File: src/rtl/pe_alu_share_arbiter.sv
`default_nettype none
// ============================================================================
// Module      : pe_alu_share_arbiter
// Description : Shares one multi-cycle ALU functional unit between two
//               processing elements. Requests are granted round-robin with
//               at most one operation outstanding. The FU is launched with a
//               one-cycle start pulse. The arbiter waits for fu_done or a
//               timeout, then returns a one-cycle response to the granted PE.
// Ports       : clk, rst                      - clock, sync active-high reset
//               reqN_valid/ready/a/b/ctrl     - PE N request (valid/ready)
//               rspN_valid/result/zero/err    - PE N response strobe + data
//               fu_start/a/b/ctrl             - FU launch and latched operands
//               fu_done/fu_result             - FU completion and result
//               busy, grant_id                - status: not idle, last grant
// Revision    : 1.0 - initial release
// ============================================================================
module pe_alu_share_arbiter #(
    parameter int WIDTH       = 32,
    parameter int TIMEOUT_CYC = 64,
    parameter int TMR_W       = 7
) (
    input  logic             clk,
    input  logic             rst,
    input  logic             req1_valid,
    output logic             req1_ready,
    input  logic [WIDTH-1:0] req1_a,
    input  logic [WIDTH-1:0] req1_b,
    input  logic [2:0]       req1_ctrl,
    output logic             rsp1_valid,
    output logic [WIDTH-1:0] rsp1_result,
    output logic             rsp1_zero,
    output logic             rsp1_err,
    input  logic             req2_valid,
    output logic             req2_ready,
    input  logic [WIDTH-1:0] req2_a,
    input  logic [WIDTH-1:0] req2_b,
    input  logic [2:0]       req2_ctrl,
    output logic             rsp2_valid,
    output logic [WIDTH-1:0] rsp2_result,
    output logic             rsp2_zero,
    output logic             rsp2_err,
    output logic             fu_start,
    output logic [WIDTH-1:0] fu_a,
    output logic [WIDTH-1:0] fu_b,
    output logic [2:0]       fu_ctrl,
    input  logic             fu_done,
    input  logic [WIDTH-1:0] fu_result,
    output logic             busy,
    output logic             grant_id
);

    typedef enum logic [1:0] {
        ST_IDLE  = 2'd0,
        ST_ISSUE = 2'd1,
        ST_WAIT  = 2'd2,
        ST_RESP  = 2'd3
    } state_t;

    localparam logic [TMR_W-1:0] C_TMR_LAST = TMR_W'(TIMEOUT_CYC - 1);

    state_t             r_state;
    state_t             w_state_nxt;
    logic               r_last_grant;
    logic               r_id;
    logic [WIDTH-1:0]   r_a;
    logic [WIDTH-1:0]   r_b;
    logic [2:0]         r_ctrl;
    logic [TMR_W-1:0]   r_timer;
    logic [WIDTH-1:0]   r_rsp1_result;
    logic               r_rsp1_zero;
    logic               r_rsp1_err;
    logic [WIDTH-1:0]   r_rsp2_result;
    logic               r_rsp2_zero;
    logic               r_rsp2_err;

    logic               w_any_valid;
    logic               w_sel_id;
    logic               w_handshake;
    logic               w_timeout;

    // On a tie the PE that did not win last time is chosen; otherwise the
    // single requester wins.
    assign w_any_valid = req1_valid | req2_valid;
    assign w_sel_id    = (req1_valid && req2_valid) ? ~r_last_grant : req2_valid;
    assign w_handshake = (r_state == ST_IDLE) && w_any_valid && !rst;
    assign w_timeout   = (r_timer == C_TMR_LAST);

    always_comb begin
        w_state_nxt = r_state;
        case (r_state)
            ST_IDLE:  if (w_any_valid)           w_state_nxt = ST_ISSUE;
            ST_ISSUE:                            w_state_nxt = ST_WAIT;
            ST_WAIT:  if (fu_done || w_timeout)  w_state_nxt = ST_RESP;
            ST_RESP:                             w_state_nxt = ST_IDLE;
            default:                             w_state_nxt = ST_IDLE;
        endcase
    end

    always_ff @(posedge clk) begin
        if (rst) begin
            r_state       <= ST_IDLE;
            r_last_grant  <= 1'b1;
            r_id          <= 1'b0;
            r_a           <= '0;
            r_b           <= '0;
            r_ctrl        <= '0;
            r_timer       <= '0;
            r_rsp1_result <= '0;
            r_rsp1_zero   <= 1'b0;
            r_rsp1_err    <= 1'b0;
            r_rsp2_result <= '0;
            r_rsp2_zero   <= 1'b0;
            r_rsp2_err    <= 1'b0;
        end else begin
            r_state <= w_state_nxt;
            case (r_state)
                ST_IDLE: begin
                    if (w_any_valid) begin
                        r_id   <= w_sel_id;
                        r_a    <= w_sel_id ? req2_a    : req1_a;
                        r_b    <= w_sel_id ? req2_b    : req1_b;
                        r_ctrl <= w_sel_id ? req2_ctrl : req1_ctrl;
                    end
                end
                ST_ISSUE: r_timer <= '0;
                ST_WAIT: begin
                    // Completion takes priority over a coincident timeout.
                    // The per-PE response registers are written only for the
                    // granted PE so the other PE keeps its last response.
                    if (fu_done || w_timeout) begin
                        if (!r_id) begin
                            r_rsp1_result <= fu_done ? fu_result : '0;
                            r_rsp1_zero   <= fu_done ? ~|fu_result : 1'b1;
                            r_rsp1_err    <= ~fu_done;
                        end else begin
                            r_rsp2_result <= fu_done ? fu_result : '0;
                            r_rsp2_zero   <= fu_done ? ~|fu_result : 1'b1;
                            r_rsp2_err    <= ~fu_done;
                        end
                    end else begin
                        r_timer <= r_timer + 1'b1;
                    end
                end
                ST_RESP: r_last_grant <= r_id;
                default: ;
            endcase
        end
    end

    // Strobes are masked while rst is high so nothing leaks out during the
    // reset cycle itself, whatever state the register still holds.
    assign req1_ready  = w_handshake && !w_sel_id;
    assign req2_ready  = w_handshake &&  w_sel_id;
    assign fu_start    = (r_state == ST_ISSUE) && !rst;
    assign rsp1_valid  = (r_state == ST_RESP) && !r_id && !rst;
    assign rsp2_valid  = (r_state == ST_RESP) &&  r_id && !rst;
    assign busy        = (r_state != ST_IDLE) && !rst;
    assign grant_id    = r_id;
    assign fu_a        = r_a;
    assign fu_b        = r_b;
    assign fu_ctrl     = r_ctrl;
    assign rsp1_result = r_rsp1_result;
    assign rsp1_zero   = r_rsp1_zero;
    assign rsp1_err    = r_rsp1_err;
    assign rsp2_result = r_rsp2_result;
    assign rsp2_zero   = r_rsp2_zero;
    assign rsp2_err    = r_rsp2_err;

endmodule
`default_nettype wire

File: config.mk
export PLATFORM = sky130hd
export DESIGN_NAME = pe_alu_share_arbiter
export DESIGN_NICKNAME = d
export VERILOG_FILES = /design/src/rtl/pe_alu_share_arbiter.sv
export SDC_FILE = /design/constraint.sdc
export NUM_CORES = 1
export LEC_CHECK = 0
export ABC_AREA = 1
export BUFFER_PORTS_ARGS = -buffer_cell sky130_fd_sc_hd__buf_2
export CAP_MARGIN = 20
export CORE_AREA = 2 2 123 125
export DETAILED_ROUTE_END_ITERATION = 10
export DIE_AREA = 0 0 125 127
export PLACE_DENSITY = 0.77
export RECOVER_POWER = 25
export SLEW_MARGIN = 20
export SYNTH_ARGS = -nofsm -noshare
export SYNTH_HDL_FRONTEND = slang
export SYNTH_SLANG_ARGS = --single-unit
File: constraint.sdc
create_clock -name clk -period 2.7 [get_ports clk]
set_input_delay 0.405 -clock clk [delete_from_list [all_inputs] [get_ports clk]]
set_output_delay 0.405 -clock clk [all_outputs]
set_load 0.005 [all_outputs]
======== Yosys cells after proc, flatten, opt, wreduce, memory -nomap -nowiden ========
Cells that the tools add are included.
Widths: inputs -> output; s select.
operators by class
  add/subtract/negate cells ............... 1
  bitwise operators ....................... 4
  mux-type cells .......................... 11
  equality and inequality tests ........... 7
  reduce and logical (&&, ||, !) cells .... 25
operators by type and width
  cell                 count
  $mux 32              3
  $reduce_or 32->1     1
  $pmux 7 s2           1
  $logic_and 1x1->1    11
  $pmux 2 s4           1
  $add 7x1->7 const B  1
  $eq 7x6->1 const B   1
  $mux 7               1
  $ne 2x2->1 const B   3
  $reduce_and 2->1     3
  $reduce_and 3->1     2
  $eq 2x2->1 const B   2
  $logic_not 1->1      4
  $mux 2               2
  $reduce_bool 2->1    2
  $mux 3               1
  $not 1->1            3
  $eq 2x1->1 const B   1
  $logic_not 2->1      1
  $mux 1               2
  $logic_or 1x1->1     1
  $or 1x1->1           1
word-level totals
  output and inout bits ................... 142
  input bits .............................. 171
  register bits ........................... 146
  logic and storage cells ................. 61

======== Depth between registers and ports, before layout ========
  depth after elaboration ................. 4
  depth in mapped cells ................... 10
  gate-level depth less buffers ........... 10

======== Worst setup path after synthesis ========
OpenSTA, ideal clock, no wires.
  path kind ............................... register to output
  start point ............................. register r_state[0]
  end point ............................... output port req1_ready
  arrival time ............................ 1220 ps
  buffers on the path ..................... 1
  data required time ...................... 2295 ps
  cell stages (with the launch flop) ...... 8
  setup slack ............................. 1075 ps
  path through ............................ dfxtp_1 -> inv_1 -> ha_1 -> inv_1 -> nor2_4 -> buf_2 -> nand2_1 -> nor2_1
between the ends
  longest elaborated chain between the ends .. 4
RTL lines
  what                             RTL line  RTL
  from (decl)                      61        state_t r_state;
  from (signal assigned)           115       r_state <= w_state_nxt;
  $logic_not 2->1                  85        assign w_handshake = (r_state == ST_IDLE) && w_any_valid && !rst;
  $logic_and 1x1->1 (2 in series)  85
  $logic_and 1x1->1                152       assign req1_ready = w_handshake && !w_sel_id;
  to (decl)                        25        output logic req1_ready,
No other way between the ends.

======== Worst setup path after layout ========
Same ends and word-level chain as after synthesis.

==> impl_metrics.ini <==
[run_status]
status = finished clean

[global_routing]
grt_pass1_vias = 6433
grt.busiest_layer = met2
grt_max_degree = 115
grt_pass1_wl_mm = 32.1
use_met2_pct = 43.8
antenna_found_initial = 1
grt_util_met3_pct = 9.38
met1_usage_pct = 27.8
track_usage_pct = 25.1
grt_overflow = 0

[critical_path]
critPathMaxFanout = 22
reg2reg_depth = 9
r2r_setup_slack_ns = 0.92
start_kind = register
critPathMaxStageDelay_ns = 0.32
cp_num_buf_inv = 4
crit_path_end = req1_ready
slowest_stage = dfxtp_1
crit_family = buffers and inverters
path_cells = inv_1 > ha_1 > inv_1 > nor2_4 > buf_4 > nand2_1 > nor2_1 > buf_2
crit_type = reg2out
worstSetupEndpointType = output pin
cp_data_required_time_ns = 2.30
crit_start = r_state[0]
r2r_end = rsp2_result[20]
cp.depth = 8
cp_common_cell = inv_1
reg2reg_from = r_timer[0]
arrival_ns = 1.86

[sta]
finClkSkew_ns = 0.0104
worst_slew_pin_slew_ns = 0.707
max_slew_margin_pct = 52.9
finalCritPeriodShare_pct = 84.0
finalHoldViolations = 0
fmax_ghz = 0.441
fin_crit_ns = 2.27
rsz0062_at_grt = no
setup_viol = 0
finalMaxSlewViolations = 0
setup-tns-final_ns = 0

[power]
powerDensity_nw_per_um2 = 818
leakage_uw = 0.00419
irDropWorstVdd_mv = 0.522

[logic_synthesis]
yosysUniqueCellTypes = 30
syn_inst = 883
synth_area_um2 = 6330
syn_avg_cell_area_um2 = 7.17
ys_seq_elements = 146
synth_nets = 1059
seq_area_frac_synth_pct = 46.1
yosysWarnings = 0

[detailed_routing]
drt_iter0_markers = 356
drtPass1Iterations = 5
routed_via_density = 5.02
wirelength_mm = 20.3
vias = 6830
detail-route-antenna-nets = 0
detail_route.wl_per_cell_um = 14.9
remaining_drc_errors = 0

[cts]
cts.sinks = 146
clock_latency_ns = 0.42
htreeDepth = 4
ctsResizeCount = 0
cts_root_buf = clkbuf_16
clockBufferDepth = 2
hold_buffers = 0
clk_pin_slew_worst_paths_ns = 0.06
cts_setup_buffers = 0
numCtsBuffers = 17
cts_tree = yes

[floorplanning]
start_util_pct = 43.9
core-area_um2 = 14400
die_y_um = 127
die-area_um2 = 15900
row_count = 44
io_pins = 313
die_w_um = 125

[place]
dpl.hpwl_mm = 14.1
post_dp_cell_area_um2 = 7920
portBuffers = 312
place.gp.congestion = 0.847

[job]
max_cap_viol_count = 0

[final_layout]
final_area_um2 = 8430
drive_gt1_share_pct = 29.7
syn2layout_area_growth_pct = 33.0
nNetsFinal = 1340
final_util_pct = 58.4

[min_path]
hold_path_class = in2reg
sequential cells by signal (all words and copies together), names as in the netlist:
| register | flops |
|---|---|
| fu_ctrl | 3 |
| r_state | 2 |
| rsp1_zero | 1 |
| rsp1_err | 1 |
| rsp1_result | 32 |
| fu_a | 32 |
| grant_id | 1 |
| fu_b | 32 |
| rsp2_zero | 1 |
| r_last_grant | 1 |
| r_timer | 7 |
| rsp2_err | 1 |
| rsp2_result | 32 |
kinds of logic after synthesis:
group,share of synthesized area [%]
AND/OR/NAND/NOR,24.4
flip-flops,46.1
buffers and inverters,9.48
adder cells (fa/ha/maj),0.988
AO/OA/AOI/OAI,19.0
area by class of cell:
type	instances	area (um2)
clock buffer	22	474
clock inverter	9	81.3
multi-input combinational	601	2810
antenna	1	2.50
tap	184	230
timing repair buffer	322	1610
sequential	146	2920
fill	1383	6000
inverter	76	289
stage by stage:
step	hold slack, ns	total power (uW)	instances	worst slack (ns)
2_1_floorplan	0.423	3940	883	1.07
3_3_place_gp	0.434	4700	1329	0.892
3_5_place_dp	0.439	4730	1329	0.855
4_1_cts	0.224	6970	1360	0.399
5_1_grt	0.233	7360	1361	0.238
6_report	0.241	6900	1361	0.431
synth_stat cells:
| master | instances | area [um2] |
|---|---|---|
| nand2_2 | 13 | 81.3 |
| clkinv_1 | 1 | 3.75 |
| nand2_4 | 1 | 11.3 |
| o21bai_1 | 1 | 7.51 |
| a21oi_1 | 61 | 305 |
| clkinv_2 | 1 | 5.00 |
| clkbuf_1 | 33 | 124 |
| nand2_1 | 318 | 1190 |
| o21ai_0 | 62 | 310 |
| nor2_1 | 32 | 120 |
| buf_4 | 1 | 7.51 |
| buf_8 | 1 | 15.0 |
| and2_1 | 3 | 18.8 |
| nand3_1 | 8 | 40.0 |
| buf_6 | 4 | 45.0 |
| dfxtp_1 | 146 | 2920 |
| a31oi_1 | 67 | 419 |
| inv_2 | 1 | 3.75 |
| buf_12 | 1 | 20.0 |
| inv_4 | 1 | 6.26 |
| o21ai_1 | 8 | 40.0 |
| o22ai_1 | 1 | 6.26 |
| ha_1 | 5 | 62.6 |
| nand3_4 | 2 | 35.0 |
| a21oi_2 | 13 | 114 |
| nand4_1 | 3 | 18.8 |
| inv_1 | 72 | 270 |
| buf_2 | 20 | 100 |
| nor2_4 | 2 | 22.5 |
| nor3_1 | 1 | 5.00 |
how the worst min path moves through the flow:
| stage | to | slack, ns | cells past startpoint | startpoint |
|---|---|---|---|---|
| 2_1_floorplan | r_timer[6] | 0.42 | 2 | r_timer[6] |
| 3_3_place_gp | r_timer[6] | 0.43 | 2 | r_timer[6] |
| 3_5_place_dp | r_timer[6] | 0.44 | 2 | r_timer[6] |
| 4_1_cts | fu_a[31] | 0.22 | 3 | req1_a[31] |
| 5_1_grt | fu_b[2] | 0.23 | 3 | req1_b[2] |
| 6_report | fu_a[31] | 0.24 | 3 | req1_a[31] |
metal layers:
layer  routed length (um)  vias up  part of all wire (%)
met2                10100      315                    50
met3                 1930       42                   9.5
met4                  598        0                   3.0
met1                 7680     3057                    38
li1                     -     3416                     -
met5                    0        -                     0
cells in the final DEF (no fill, tap or decap), types with 14 or more instances in the layout:
| cell | n |
|---|---|
| inv_1 | 72 |
| o21ai_0 | 62 |
| nor2_1 | 32 |
| nand2_1 | 317 |
| a31oi_1 | 67 |
| nand2_2 | 14 |
| buf_2 | 274 |
| clkbuf_1 | 40 |
| a21oi_1 | 61 |
| clkbuf_16 | 17 |
| dfxtp_1 | 146 |
tightest hold or removal path, delay by kind of cell:
family,cells,cell delay (ns)
buffers and inverters,1,0.09
AND/OR/NAND/NOR,1,0.05
AO/OA/AOI/OAI,1,0.07
report_power, final:
part | internal [uW] | switching (uW) | total, uW
clock network | 1330 | 902 | 2230
registers | 2590 | 222 | 2810
logic | 731 | 1130 | 1860
(Power assumes the default switching activity.)
